===== src/rtl/hbm_rd_engine.sv =====
// AXI read traffic generator: issues a programmed run of INCR bursts at a fixed stride
// and collects beat, error, latency and run-time statistics for the host.
module hbm_rd_engine #(
  parameter int unsigned ADDR_WIDTH = 33,
  parameter int unsigned DATA_WIDTH = 512,
  parameter int unsigned ID_WIDTH   = 1,
  parameter int unsigned CNT_WIDTH  = 32,
  parameter int unsigned MAX_OUTST  = 16
) (
  input  logic                  clk,
  input  logic                  arst,
  input  logic                  start,
  input  logic [ADDR_WIDTH-1:0] base_addr,
  input  logic [ADDR_WIDTH-1:0] stride,
  input  logic [CNT_WIDTH-1:0]  num_bursts,
  input  logic [7:0]            burst_len,
  output logic [ADDR_WIDTH-1:0] araddr,
  output logic [7:0]            arlen,
  output logic [2:0]            arsize,
  output logic [1:0]            arburst,
  output logic [ID_WIDTH-1:0]   arid,
  output logic                  arvalid,
  input  logic                  arready,
  input  logic [DATA_WIDTH-1:0] rdata,
  input  logic [1:0]            rresp,
  input  logic                  rlast,
  input  logic [ID_WIDTH-1:0]   rid,
  input  logic                  rvalid,
  output logic                  rready,
  output logic                  busy,
  output logic                  done,
  output logic [CNT_WIDTH-1:0]  total_cycles,
  output logic [CNT_WIDTH-1:0]  first_lat,
  output logic [CNT_WIDTH-1:0]  beat_cnt,
  output logic [CNT_WIDTH-1:0]  err_cnt
);

  localparam int unsigned OUTST_W = $clog2(MAX_OUTST + 1);
  localparam logic [OUTST_W-1:0] OUTST_MAX = OUTST_W'(MAX_OUTST);
  localparam logic [2:0] ARSIZE = 3'($clog2(DATA_WIDTH / 8));

  typedef enum logic [1:0] {S_IDLE, S_RUN, S_DRAIN, S_DONE} state_e;

  state_e                state_q, state_d;
  logic [CNT_WIDTH-1:0]  issued_q, issued_d;
  logic [CNT_WIDTH-1:0]  num_q, num_d;
  logic [ADDR_WIDTH-1:0] stride_q, stride_d;
  logic [ADDR_WIDTH-1:0] araddr_q, araddr_d;
  logic [7:0]            arlen_q, arlen_d;
  logic                  arvalid_q, arvalid_d;
  logic [OUTST_W-1:0]    outst_q, outst_d;
  logic [7:0]            bcnt_q, bcnt_d;
  logic [CNT_WIDTH-1:0]  beat_cnt_q, beat_cnt_d;
  logic [CNT_WIDTH-1:0]  err_cnt_q, err_cnt_d;
  logic [CNT_WIDTH-1:0]  total_q, total_d;
  logic [CNT_WIDTH-1:0]  lat_q, lat_d;
  logic                  lat_run_q, lat_run_d;
  logic                  lat_done_q, lat_done_d;
  logic                  busy_q, busy_d;
  logic                  done_q, done_d;
  logic                  rready_q, rready_d;

  logic ar_hs_c, r_hs_c, rlast_hs_c, beat_bad_c;
  logic unused_inputs_c;

  assign ar_hs_c    = arvalid_q & arready;
  assign r_hs_c     = rvalid & rready_q;
  assign rlast_hs_c = r_hs_c & rlast;
  // One error per beat: bad response, or rlast disagreeing with the expected burst position
  assign beat_bad_c = (rresp != 2'b00) | (rlast != (bcnt_q == arlen_q));
  assign unused_inputs_c = ^{rdata, rid};

  function automatic logic [CNT_WIDTH-1:0] sat_inc(input logic [CNT_WIDTH-1:0] v);
    return (&v) ? v : v + CNT_WIDTH'(1);
  endfunction

  always_comb begin
    state_d    = state_q;
    issued_d   = issued_q;
    num_d      = num_q;
    stride_d   = stride_q;
    araddr_d   = araddr_q;
    arlen_d    = arlen_q;
    outst_d    = outst_q;
    bcnt_d     = bcnt_q;
    beat_cnt_d = beat_cnt_q;
    err_cnt_d  = err_cnt_q;
    total_d    = total_q;
    lat_d      = lat_q;
    lat_run_d  = lat_run_q;
    lat_done_d = lat_done_q;
    arvalid_d  = 1'b0;
    busy_d     = 1'b0;
    done_d     = 1'b0;
    rready_d   = 1'b0;

    if (state_q == S_RUN || state_q == S_DRAIN) total_d = sat_inc(total_q);

    if (ar_hs_c && !rlast_hs_c) outst_d = outst_q + OUTST_W'(1);
    else if (!ar_hs_c && rlast_hs_c && outst_q != '0) outst_d = outst_q - OUTST_W'(1);

    if (r_hs_c) begin
      beat_cnt_d = sat_inc(beat_cnt_q);
      if (beat_bad_c) err_cnt_d = sat_inc(err_cnt_q);
      bcnt_d = rlast ? 8'd0 : bcnt_q + 8'd1;
    end

    // Latency counter runs from the cycle after the first AR handshake up to the first R handshake
    if (lat_run_q && !lat_done_q) begin
      lat_d = sat_inc(lat_q);
      if (r_hs_c) lat_done_d = 1'b1;
    end
    if (ar_hs_c) lat_run_d = 1'b1;

    case (state_q)
      S_IDLE, S_DONE: begin
        if (start) begin
          num_d      = num_bursts;
          stride_d   = stride;
          araddr_d   = base_addr;
          arlen_d    = burst_len;
          issued_d   = '0;
          outst_d    = '0;
          bcnt_d     = '0;
          beat_cnt_d = '0;
          err_cnt_d  = '0;
          total_d    = '0;
          lat_d      = '0;
          lat_run_d  = 1'b0;
          lat_done_d = 1'b0;
          state_d    = (num_bursts == '0) ? S_DONE : S_RUN;
        end
      end
      S_RUN: begin
        if (ar_hs_c) begin
          issued_d = issued_q + CNT_WIDTH'(1);
          araddr_d = araddr_q + stride_q;
          if (issued_d == num_q) state_d = S_DRAIN;
        end
      end
      S_DRAIN: begin
        if (outst_d == '0) state_d = S_DONE;
      end
      default: state_d = S_IDLE;
    endcase

    // Registered valid; while stalled issued and outst cannot move against it, so it holds
    arvalid_d = (state_d == S_RUN) && (issued_d < num_d) && (outst_d < OUTST_MAX);
    busy_d    = (state_d == S_RUN) || (state_d == S_DRAIN);
    rready_d  = busy_d;
    done_d    = (state_d == S_DONE);
  end

  always_ff @(posedge clk or posedge arst) begin
    if (arst) begin
      state_q    <= S_IDLE;
      issued_q   <= '0;
      num_q      <= '0;
      stride_q   <= '0;
      araddr_q   <= '0;
      arlen_q    <= '0;
      arvalid_q  <= 1'b0;
      outst_q    <= '0;
      bcnt_q     <= '0;
      beat_cnt_q <= '0;
      err_cnt_q  <= '0;
      total_q    <= '0;
      lat_q      <= '0;
      lat_run_q  <= 1'b0;
      lat_done_q <= 1'b0;
      busy_q     <= 1'b0;
      done_q     <= 1'b0;
      rready_q   <= 1'b0;
    end else begin
      state_q    <= state_d;
      issued_q   <= issued_d;
      num_q      <= num_d;
      stride_q   <= stride_d;
      araddr_q   <= araddr_d;
      arlen_q    <= arlen_d;
      arvalid_q  <= arvalid_d;
      outst_q    <= outst_d;
      bcnt_q     <= bcnt_d;
      beat_cnt_q <= beat_cnt_d;
      err_cnt_q  <= err_cnt_d;
      total_q    <= total_d;
      lat_q      <= lat_d;
      lat_run_q  <= lat_run_d;
      lat_done_q <= lat_done_d;
      busy_q     <= busy_d;
      done_q     <= done_d;
      rready_q   <= rready_d;
    end
  end

  assign araddr       = araddr_q;
  assign arlen        = arlen_q;
  assign arsize       = ARSIZE;
  assign arburst      = 2'b01;
  assign arid         = '0;
  assign arvalid      = arvalid_q;
  assign rready       = rready_q;
  assign busy         = busy_q;
  assign done         = done_q;
  assign total_cycles = total_q;
  assign first_lat    = lat_q;
  assign beat_cnt     = beat_cnt_q;
  assign err_cnt      = err_cnt_q;

endmodule


===== config.mk =====
export PLATFORM = sky130hd
export DESIGN_NAME = hbm_rd_engine
export DESIGN_NICKNAME = d
export VERILOG_FILES = /design/src/rtl/hbm_rd_engine.sv
export SDC_FILE = /design/constraint.sdc
export NUM_CORES = 1
export LEC_CHECK = 0
export CORE_AREA = 8 8 310 312
export DETAILED_ROUTE_END_ITERATION = 12
export DIE_AREA = 0 0 318 320
export GPL_ROUTABILITY_DRIVEN = 0
export SLEW_MARGIN = 0
export SYNTH_ARGS = -nofsm -noshare
export SYNTH_HDL_FRONTEND = slang
export SYNTH_SLANG_ARGS = --single-unit

===== constraint.sdc =====
create_clock -name clk -period 27.5 [get_ports clk]
set_input_delay 5.5 -clock clk [delete_from_list [all_inputs] [get_ports clk]]
set_output_delay 5.5 -clock clk [all_outputs]
set_load 0.05 [all_outputs]

======== Word level (Yosys, flattened, before mapping) ========
Cells that the tools add are included.
W data, S select, Z words.
storage, ports and cells
  logic and storage cells ................. 113
  bits in registers ....................... 286
  output and inout port bits .............. 179
operators by class
  add/subtract/negate cells ............... 9
  order comparisons ....................... 2
  bitwise logic cells ..................... 4
  multiplexer cells ....................... 46
  reduce and logical (&&, ||, !) cells .... 24
  eq/ne operators ......................... 11
operators with widths
  operator                 count
  $mux W32                 21
  $add A32 B1 Y32 const B  5
  $reduce_and A32 Y1       4
  $mux W33                 2
  $pmux W33 S2             1
  $pmux W32 S2             1
  $add A33 B33 Y33         1
  $eq A32 B32 Y1           1
  $logic_not A32 Y1        1
  $lt A32 B32 Y1           1
  $mux W8                  4
  $mux W5                  4
  $mux W2                  5
  $add A8 B1 Y8 const B    1
  $eq A2 B2 Y1 const B     4
  $eq A8 B8 Y1             1
  $mux W1                  7
  $logic_and A1 B1 Y1      6
  $pmux W2 S3              1
  $add A5 B1 Y5 const B    1
  $logic_not A5 Y1         1
  $lt A5 B5 Y1 const B     1
  $reduce_bool A5 Y1       1
  $sub A5 B1 Y5 const B    1
  other kinds (12)         20

======== Logic depth before layout (Yosys ltp) ========
Gate-level depths: netlist of the first run.
  depth after elaboration ................. 12
  mapped depth ............................ 18

======== Worst setup path after synthesis of the first run ========
Ideal clock, no wire load.
  path type ............................... input-to-reg
  start ................................... in rvalid
  end ..................................... reg arvalid_q, in the netlist arvalid
  stages on the path ...................... 11
  arrival time ............................ 8092 ps
  required time ........................... 27422 ps
  path buffers ............................ 1
  setup slack ............................. 19330 ps
  cells stage by stage .................... and2_1 clkbuf_1 nand2_1 or3_1 o41ai_1 xnor2_1 a41oi_1 o21ai_1 ha_1 or4b_2 a21oi_1
between the ends
  word-level cells in the longest chain between the ends .. 12
  elaborated cells on any way between the ends .. 17
ends and longest elaborated chain
  what                                 RTL line  source
  start: declaration                   28        input logic rvalid,
  $and A1 B1 Y1 *                      67        assign r_hs_c = rvalid & rready_q;
  $and A1 B1 Y1 *                      68        assign rlast_hs_c = r_hs_c & rlast;
  $logic_and A1 B1 Y1 (2 in series)    100       else if (!ar_hs_c && rlast_hs_c && outst_q != '0) outst_d = outst_q - OUTST_W'(1);
  $mux W5                              100
  $mux W5 *                            99        if (ar_hs_c && !rlast_hs_c) outst_d = outst_q + OUTST_W'(1);
  $logic_not A5 Y1 *                   142       if (outst_d == '0) state_d = S_DONE;
  $mux W2 *                            142
  $pmux W2 S3 *                        115       case (state_q)
  via state_d[0]                       44        state_e state_q, state_d;
  $eq A2 B1 Y1 *                       148       arvalid_d = (state_d == S_RUN) && (issued_d < num_d) && (outst_d < OUTST_MAX);
  $logic_and A1 B1 Y1 * (2 in series)  148
  via arvalid_d                        50        logic arvalid_q, arvalid_d;
  end signal: assignment               181       arvalid_q <= arvalid_d;
  end: declaration                     50
The timed path passes the listed nets; every way through them passes the cells marked *.
A chain may end at the register's enable or synchronous reset.

======== Worst setup path after layout of the first run ========
  start ................................... in start
  end ..................................... reg arvalid_q, in the netlist arvalid
between the ends
  word-level cells in the longest chain between the ends .. 5
  elaborated cells on any way between the ends .. 13
ends and longest elaborated chain
  what                                            RTL line  source
  start: declaration                              12        input logic start,
  $mux W32 or $mux W2 (tied branches)             117       if (start) begin
  $pmux W32 S2, or another cell as far along      115
  $lt A32 B32 Y1 or $eq A2 B1 Y1 (tied branches)  148
  $logic_and A1 B1 Y1                             148
  $logic_and A1 B1 Y1 *                           148
  via arvalid_d                                   50
Marked as above.

==> flow_metrics.env, run 1 <==
export IMPL_outcome="finished clean"
export IMPL_clock_skew_ps=25.6
export IMPL_required_ps=27980
export IMPL_finalSetupTns_ps=0
export IMPL_port_buffers=286
export IMPL_synth_top_family_by_area="simple AND/OR/NAND/NOR gates"
export IMPL_arrival_ps=9590
export IMPL_fin_cells=3366
export IMPL_root_buffer="clkbuf_16"
export IMPL_fin_crit_ps=9110
export IMPL_synthArstFlopShare_pct=100
export IMPL_holdCritPathClass="reg2reg"
export IMPL_dp_cells=3283
export IMPL_dr_pass1_iters=5
export IMPL_syn_area_um2=16700
export IMPL_layout_common_cells="dfrtp_1 (286), clkdlybuf4s50_1 (286), nand2_1 (278)"
export IMPL_post_cts_buffers=0
export IMPL_drv_cap=0
export IMPL_cts_htree_levels=2
export IMPL_numClockSinks=286
export IMPL_dieArea_um2=102000
export IMPL_syn_area_per_cell_um2=8.93
export IMPL_r2r_start="state_q[1]"
export IMPL_vdd_ir_drop_max_mv=0.0527
export IMPL_drive_gt1_share_pct=4.93
export IMPL_postCtsHoldBufs=0
export IMPL_fmax_mhz=110
export IMPL_ioPinCount=806
export IMPL_fin_nets=2841
export IMPL_synth_cell_types=77
export IMPL_tightest_slew_ps=989
export IMPL_maxSlewViolCount=0
export IMPL_powerDensity_nw_per_um2=102
export IMPL_drc=0
export IMPL_area_growth_pct=33.2
export IMPL_via_per_inst=4.39
export IMPL_synth_seq_cells=286
export IMPL_gr_total_overflow=0
export IMPL_hold_start="stride_q[5]"
export IMPL_yosys_area_share_xor_xnor_pct=10.1
export IMPL_slew_headroom_pct=34.1
export IMPL_vias=14800
export IMPL_hpwl_mm=46.1
export IMPL_synth_edf_count=0
export IMPL_tritoncts="built"
export IMPL_grt_max_degree=168
export IMPL_cts_resized=0
export IMPL_clk_pin_slew_worst_paths_ps=60
export IMPL_p_leak_nw=9.48
export IMPL_critPathLaunchType="input port"
export IMPL_yosys_warnings=0
export IMPL_dieWidth_um=318
export IMPL_rows=111
export IMPL_rsz0062_at_grt="no"
export IMPL_drt_first_iter_violations=1164
export IMPL_finalHoldViolCount=0
export IMPL_cts_max_path_buffers=3
export IMPL_synth_seq_area_share_pct=42.8
export IMPL_initial_core_util_pct=18.4
export IMPL_synthMuxAreaShare_pct=3.22
export IMPL_cp_max_fo=167
export IMPL_wl_per_cell_um=18.1
export IMPL_insertion_delay_ps=560
export IMPL_synth_compound_area_share_pct=11.7
export IMPL_synth_cells=1871
export IMPL_period_share_pct=33.1
export IMPL_routed_wl_mm=60.8
export IMPL_cp_end_kind="flip-flop"
export IMPL_antenna_found_initial=29
export IMPL_grt_pass1_wl_mm=90.8
export IMPL_finalSetupViolCount=0
export IMPL_grt_usage_pct=11.5
export IMPL_crit_type="in2reg"
export IMPL_synth_adder_area_share_pct=5.74
export IMPL_ys_flop_type="dfrtp_1"
export IMPL_crit_start="start"
export IMPL_grt_pass1_vias=14100
export IMPL_hold_ws_ps=477
export IMPL_dieHeight_um=320
export IMPL_core_area_um2=91000
export IMPL_synth_simple_area_share_pct=23.1
export IMPL_cts_made_buffers=39
export IMPL_drtAntennaViolNets=0
cell type report:
type / count / area [um^2]
Antenna cell: 11 / 27.5
Clock buffer: 52 / 1120
Clock inverter: 20 / 240
Fill cell: 9745 / 68700
Inverter: 58 / 225
Multi-Input combinational cell: 1455 / 9030
Sequential cell: 286 / 7160
Tap cell: 1186 / 1480
Timing Repair Buffer: 298 / 2980
state kept, by name, summed over array words and instances, names as in the netlist, 2 cells and up:
name and cells:
araddr 33, arlen 8, bcnt_q 8, beat_cnt 32, err_cnt 32, first_lat 32
issued_q 32, num_q 32, outst_q 5, state_q 2, stride_q 33, total_cycles 32
path summary, 6_finish.rpt:
| kind | to | slack, ps | depth (start not counted) |
|---|---|---|---|
| worst max-delay path | arvalid | 18390 | 14 |
| worst min-delay path | stride_q[5] | 480 | 2 |
| max in group asynchronous | first_lat[27] | 20200 | 4 |
| worst max register to register | arvalid | 23010 | 14 |
| min in group asynchronous | arlen[4] | 5450 | 2 |
| worst min register to register | stride_q[5] | 480 | 2 |
cells by family (layout without fill, tap and decap cells):
group	after synthesis	after routing
flops	286	286
buf+inv	134	428
simple gates	803	803
other cells	2	17
compound gates	324	324
mux	53	53
fa+ha+maj	76	76
xor+xnor	193	193
power breakdown:
group	internal, mW	switching [mW]	total [mW]
clock	0.326	0.211	0.537
combinational	0.399	0.711	1.11
sequential	0.521	0.112	0.633
critical path, cell delays in order:
cell and delay, ps:
clkdlybuf4s50_1 700, and2_4 620, buf_12 590, mux2i_1 240
ha_1 250, a21o_1 180, a21o_1 160, a21oi_1 140
nor2_1 60, a2111oi_0 360, o21ai_0 160, a31oi_1 270
o211ai_1 120, a21oi_1 130
synth_stat cells, types with 19 or more instances:
cell      number  area share (%)
nand4_1       55             2.1
dfrtp_1      286              43
o21ai_0      112             3.4
nor2_1       192             4.3
xor2_1       101             5.3
and3_1        39             1.5
and4_1        19             1.0
ha_1          75             5.6
a21o_1        25             1.1
nand2_1      279             6.3
nand3_1       72             2.2
inv_1         57             1.3
mux2i_1       50             3.0
a21oi_1       97             2.9
nor3_1        33            0.99
xnor2_1       92             4.8
clkbuf_1      52             1.2
or3_1         30             1.1
routing by layer:
metal  GRT usage, %  wire, um
met5              0        74
met4           3.81      1960
met3           4.56      5930
met2           17.1     26000
met1           15.0     26800
per-stage QoR:
stage          total power [mW]  instance area [um^2]  utilization, %  setup slack (ps)
6_report                   2.28                 22300            24.5             18390
5_1_grt                    2.44                 22200            24.4             18040
4_1_cts                    2.31                 22200            24.4             18310
3_5_place_dp               1.75                 20900            22.9             17710
3_3_place_gp               1.74                 20900            22.9             17650
2_1_floorplan              1.38                 16700               -             14110
(Power assumes the default switching activity.)
==> run 2, diff against run 1 <==
- CORE_AREA: 8 8 310 312 -> 8 8 311 313
- DIE_AREA: 0 0 318 320 -> 0 0 319 321
- clock period: 27.5 -> 8.48 ns (I/O delays scaled with it)
==> run 2 against run 1 <==
Utilization fell by 0.38 points. Clock power rose to 3.1 times the previous value. Register-to-register slack got worse by 19000 ps. Design area fell by 0.23%. Largest power group unchanged.
==> flow_metrics.env, run 2 (synthesis gave the netlist of run 1 again) <==
export IMPL_outcome="finished clean"
export IMPL_clk_pin_slew_worst_paths_ps=60
export IMPL_crit_buf_inv=1
export IMPL_dr_pass1_iters=7
export IMPL_gr_total_overflow=0
export IMPL_fmax_mhz=188
export IMPL_vias=14600
export IMPL_cp_max_fo=16
export IMPL_cts_max_path_buffers=3
export IMPL_cp_end_kind="flip-flop"
export IMPL_wl_met3_mm=5.44
export IMPL_fillers=9924
export IMPL_via_per_inst=4.32
export IMPL_required_ps=8970
export IMPL_core_area_um2=92200
export IMPL_arrival_ps=5810
export IMPL_crit_family="compound AO/OA/AOI/OAI gates"
export IMPL_insertion_delay_ps=570
export IMPL_finalSetupViolCount=0
export IMPL_crit_type="in2reg"
export IMPL_fin_nets=2842
export IMPL_vdd_ir_drop_max_mv=0.158
export IMPL_post_cts_buffers=0
export IMPL_fin_crit_ps=5310
export IMPL_dieArea_um2=102000
export IMPL_power_mw=7.30
export IMPL_drc=0
export IMPL_dieHeight_um=321
export IMPL_cts_htree_levels=2
export IMPL_p_leak_nw=9.45
export IMPL_routed_wl_mm=60.7
export IMPL_slew_headroom_pct=29.6
export IMPL_numClockSinks=286
export IMPL_area_growth_pct=32.9
export IMPL_wl_per_cell_um=18.0
export IMPL_cts_made_buffers=39
export IMPL_path_cells="clkdlybuf4s50_1, and2_1, nand2_1, a21oi_1, o21ai_0, o31ai_1, ha_1, nor2b_1, or3_1, a211oi_1, o21ai_0, a31oi_1, o211ai_1, a21oi_1"
export IMPL_dieWidth_um=319
export IMPL_met1Wirelength_mm=26.9
export IMPL_layout_common_cells="dfrtp_1 (286), clkdlybuf4s50_1 (286), nand2_1 (278)"
export IMPL_grt_pass1_wl_mm=91.5
export IMPL_postCtsHoldBufs=0
export IMPL_tritoncts="built"
export IMPL_initial_core_util_pct=18.1
export IMPL_critical_path_slowest_cell="and2_1"
export IMPL_top_layer="met5"
export IMPL_drtAntennaViolNets=0
export IMPL_powerDensity_nw_per_um2=329
export IMPL_finalHoldViolCount=0
export IMPL_maxSlewViolCount=0
export IMPL_root_buffer="clkbuf_16"
export IMPL_grt_usage_pct=11.5
export IMPL_finalSetupTns_ps=0
export IMPL_period_share_pct=62.7
export IMPL_clock_skew_ps=28.8
export IMPL_hpwl_mm=46.2
export IMPL_met2_length_mm=26.5
export IMPL_cts_resized=0
export IMPL_grt_pass1_vias=14400
export IMPL_rows=112
export IMPL_drive_gt1_share_pct=4.75
export IMPL_ioPinCount=806
export IMPL_slowest_delay_ps=610
export IMPL_drt_first_iter_violations=1084
export IMPL_drv_cap=0
export IMPL_rsz0062_at_grt="no"
export IMPL_grt_max_degree=152
export IMPL_antenna_found_initial=21
export IMPL_holdCritPathClass="reg2reg"
export IMPL_port_buffers=286
export IMPL_tightest_slew_ps=1060
export IMPL_critPathLaunchType="input port"
==> run 2: cell count changes in the layout (fill, tap and decap cells not counted), moves of 2 or more <==
cell        before  now
clkinvlp_4       3    1
bufinv_16        4    2
clkbuf_16       41   39
diode_2         11   15
inv_8            2    0
inv_6            1    3
clkbuf_8         5    7
clkbuf_1         6    8
==> run 2: report_power, final <==
part / total [mW] / leakage, nW / switching (mW) / internal (mW)
Sequential: 2.06 / 3.78 / 0.370 / 1.69
Clock: 1.65 / 0.632 / 0.676 / 0.978
Combinational: 3.58 / 5.04 / 2.29 / 1.29
Total: 7.30 / 9.45 / 3.34 / 3.96
==> run 2: cell type report <==
class                   instances  area, um^2  area share [%]
multi-input cells            1455        9030            40.7
flip-flops and latches        286        7160            32.2
repair buffers                299        2990            13.4
well taps                    1197        1500            6.75
clock buffers                  54        1100            4.96
inverters                      58         221           0.997
clock inverters                15         176           0.795
diodes                         15        37.5           0.169
==> run 2: routing by layer <==
layer / global-route usage [%] / vias up
met4: 4.42 / 8
met3: 4.04 / 90
met5: 0 / -
li1: - / 7081
met1: 15.1 / 6979
met2: 17.2 / 425
==> run 2: worst min-delay path: stages (launching register included) <==
cell and delay (ps):
dfrtp_1 340, nand2_1 50, nand2_1 50
==> run 2: worst paths after layout <==
path                              from            end  slack (ps)  cells past startpoint
max                            arready        arvalid        3170                     14
min                        stride_q[2]    stride_q[2]         480                      2
max reg2reg                 state_q[1]        arvalid        3570                     16
min reg2reg                stride_q[2]    stride_q[2]         480                      2
max in group asynchronous         arst  first_lat[21]        5310                      4
min in group asynchronous         arst       arlen[0]        1720                      3
==> run 2: stage by stage <==
stage / setup slack [ps] / utilization [%] / hold WS (ps) / cell area (um^2) / cells
2_1_floorplan: 2990 / - / 450 / 16700 / 1875
3_3_place_gp: 2770 / 22.7 / 468 / 20900 / 3295
3_5_place_dp: 2750 / 22.7 / 472 / 20900 / 3295
4_1_cts: 3370 / 24.0 / 486 / 22200 / 3364
5_1_grt: 3040 / 24.1 / 497 / 22200 / 3374
6_report: 3170 / 24.1 / 479 / 22200 / 3379
==> run 3, diff against run 2 <==
- clock period: 8.48 -> 5 ns (I/O delays scaled with it)
==> run 3 against run 2 <==
Global-route usage down 0.12 points. Critical path depth increased by 1. Total power rose by 72%. Worst setup slack worse by 2400 ps. Count of clock-buffer cells in the layout decreased by 3. Sequential power is 70% higher. Die area unchanged. Critical path type unchanged. Flip-flop and latch count unchanged. Design area rose by 0.96%. Via count rose by 0.55%. Clock skew decreased by 3.8 ps.
==> flow_metrics.env, run 3 (synthesis gave the netlist of run 1 again) <==
export IMPL_vias=14700
export IMPL_path_cells="clkdlybuf4s50_1, and2_1, nand2_1, o21ai_0, a22o_1, ha_1, a21o_1, a21o_1, a21oi_1, nor2_1, a2111oi_0, o21ai_0, a31oi_1, o211ai_1, a21oi_1"
export IMPL_placed_area_um2=21000
export IMPL_pre_cts_ws_ps=227
export IMPL_insertion_delay_ps=560
export IMPL_fmax_mhz=235
export IMPL_dieWidth_um=319
export IMPL_rows=112
export IMPL_post_cts_buffers=0
export IMPL_drt_first_iter_violations=1136
export IMPL_crit_buf_inv=1
export IMPL_antenna_found_initial=24
export IMPL_finalSetupTns_ps=0
export IMPL_core_area_um2=92200
export IMPL_met2_length_mm=25.7
export IMPL_grt_pass1_wl_mm=90.7
export IMPL_r2r_start="issued_q[0]"
export IMPL_dr_pass1_iters=6
export IMPL_final_util_pct=24.3
export IMPL_routed_wl_mm=60.6
export IMPL_via_per_inst=4.31
export IMPL_drive_gt1_share_pct=5.63
export IMPL_holdCritPathClass="reg2reg"
export IMPL_cp_end_kind="flip-flop"
export IMPL_area_growth_pct=34.2
export IMPL_worstSetupPathDepth=15
export IMPL_p_leak_nw=9.56
export IMPL_cts_made_buffers=38
export IMPL_crit_start="arready"
export IMPL_grt_usage_pct=11.4
export IMPL_finalHoldViolCount=0
export IMPL_dp_cells=3313
export IMPL_cts_htree_levels=2
export IMPL_crit_path_end="arvalid"
export IMPL_crit_family="compound AO/OA/AOI/OAI gates"
export IMPL_root_buffer="clkbuf_16"
export IMPL_ioPinCount=806
export IMPL_wl_per_cell_um=17.8
export IMPL_period_share_pct=85.0
export IMPL_fin_crit_ps=4250
export IMPL_gr_total_overflow=0
export IMPL_tritoncts="built"
export IMPL_dieArea_um2=102000
export IMPL_crit_type="in2reg"
export IMPL_wl_met3_mm=5.37
export IMPL_design_area_um2=22400
export IMPL_postCtsHoldBufs=0
export IMPL_cts_resized=0
export IMPL_fin_cells=3399
export IMPL_clk_pin_slew_worst_paths_ps=60
export IMPL_regToRegEndpoint="arvalid"
export IMPL_cp_max_fo=9
export IMPL_power_mw=12.6
export IMPL_numClockSinks=286
export IMPL_drtAntennaViolNets=0
export IMPL_grt_pass1_vias=14500
export IMPL_arrival_ps=4730
export IMPL_initial_core_util_pct=18.1
export IMPL_regToRegSetupSlack_ps=850
export IMPL_hpwl_mm=46.9
export IMPL_met1Wirelength_mm=27.1
export IMPL_vdd_ir_drop_max_mv=0.359
export IMPL_slowest_delay_ps=610
export IMPL_fin_nets=2859
export IMPL_tightest_slew_ps=947
export IMPL_hold_ws_ps=476
export IMPL_powerDensity_nw_per_um2=560
export IMPL_critical_path_slowest_cell="clkdlybuf4s50_1"
export IMPL_cts_max_path_buffers=3
export IMPL_top_layer="met5"
export IMPL_dieHeight_um=321
export IMPL_slew_headroom_pct=36.9
export IMPL_finalSetupViolCount=0
export IMPL_clock_skew_ps=25.1
export IMPL_grt_max_degree=102
export IMPL_drc=0
export IMPL_rsz0062_at_grt="no"
export IMPL_layout_setup_ws_ps=748
export IMPL_maxSlewViolCount=0
export IMPL_required_ps=5480
export IMPL_ff2ff_path_depth=17
export IMPL_layout_common_cells="dfrtp_1 (286), clkdlybuf4s50_1 (286), nand2_1 (278)"
export IMPL_outcome="finished clean"
export IMPL_drv_cap=0
export IMPL_port_buffers=286
export IMPL_critPathLaunchType="input port"
-- run 3: area by class of cell --
type,instances,area [um^2]
clock buffers,51,1070
fillers,9967,69800
well taps,1197,1500
clock inverters,18,256
inverters,58,221
diodes,17,42.5
multi-input cells,1455,9030
flip-flops and latches,286,7160
repair buffers,317,3150
-- run 3: how the worst min path moves through the flow --
stage | end | slack (ps) | from | depth (start not counted)
after floorplan | stride_q[0] | 450 | stride_q[0] | 2
after global placement | lat_done_q | 470 | lat_done_q | 2
after detailed placement | stride_q[4] | 470 | stride_q[4] | 2
after CTS | stride_q[4] | 480 | stride_q[4] | 2
after global routing | stride_q[3] | 500 | stride_q[3] | 2
final | stride_q[4] | 480 | stride_q[4] | 2
-- run 3: layer usage --
metal	global-route usage, %	vias up
met5	0	-
met4	4.60	6
met3	3.73	107
met2	16.8	462
met1	15.2	6992
li1	-	7096
-- run 3: worst reg2reg max path, cell delays in order (launching register included) --
cell	delay, ps
dfrtp_1	460
ha_1	280
nand4_1	290
nor3_1	300
buf_4	220
and2_0	280
a21oi_1	100
o21ai_0	160
o31ai_1	130
ha_1	320
nor2b_1	150
or3_1	370
a211oi_1	240
buf_4	160
o21ai_0	100
a31oi_1	270
o211ai_1	130
a21oi_1	140
-- run 3: power breakdown --
group | switching [mW] | internal (mW)
Clock | 1.16 | 1.73
Combinational | 3.92 | 2.24
Sequential | 0.638 | 2.86
Total | 5.72 | 6.84
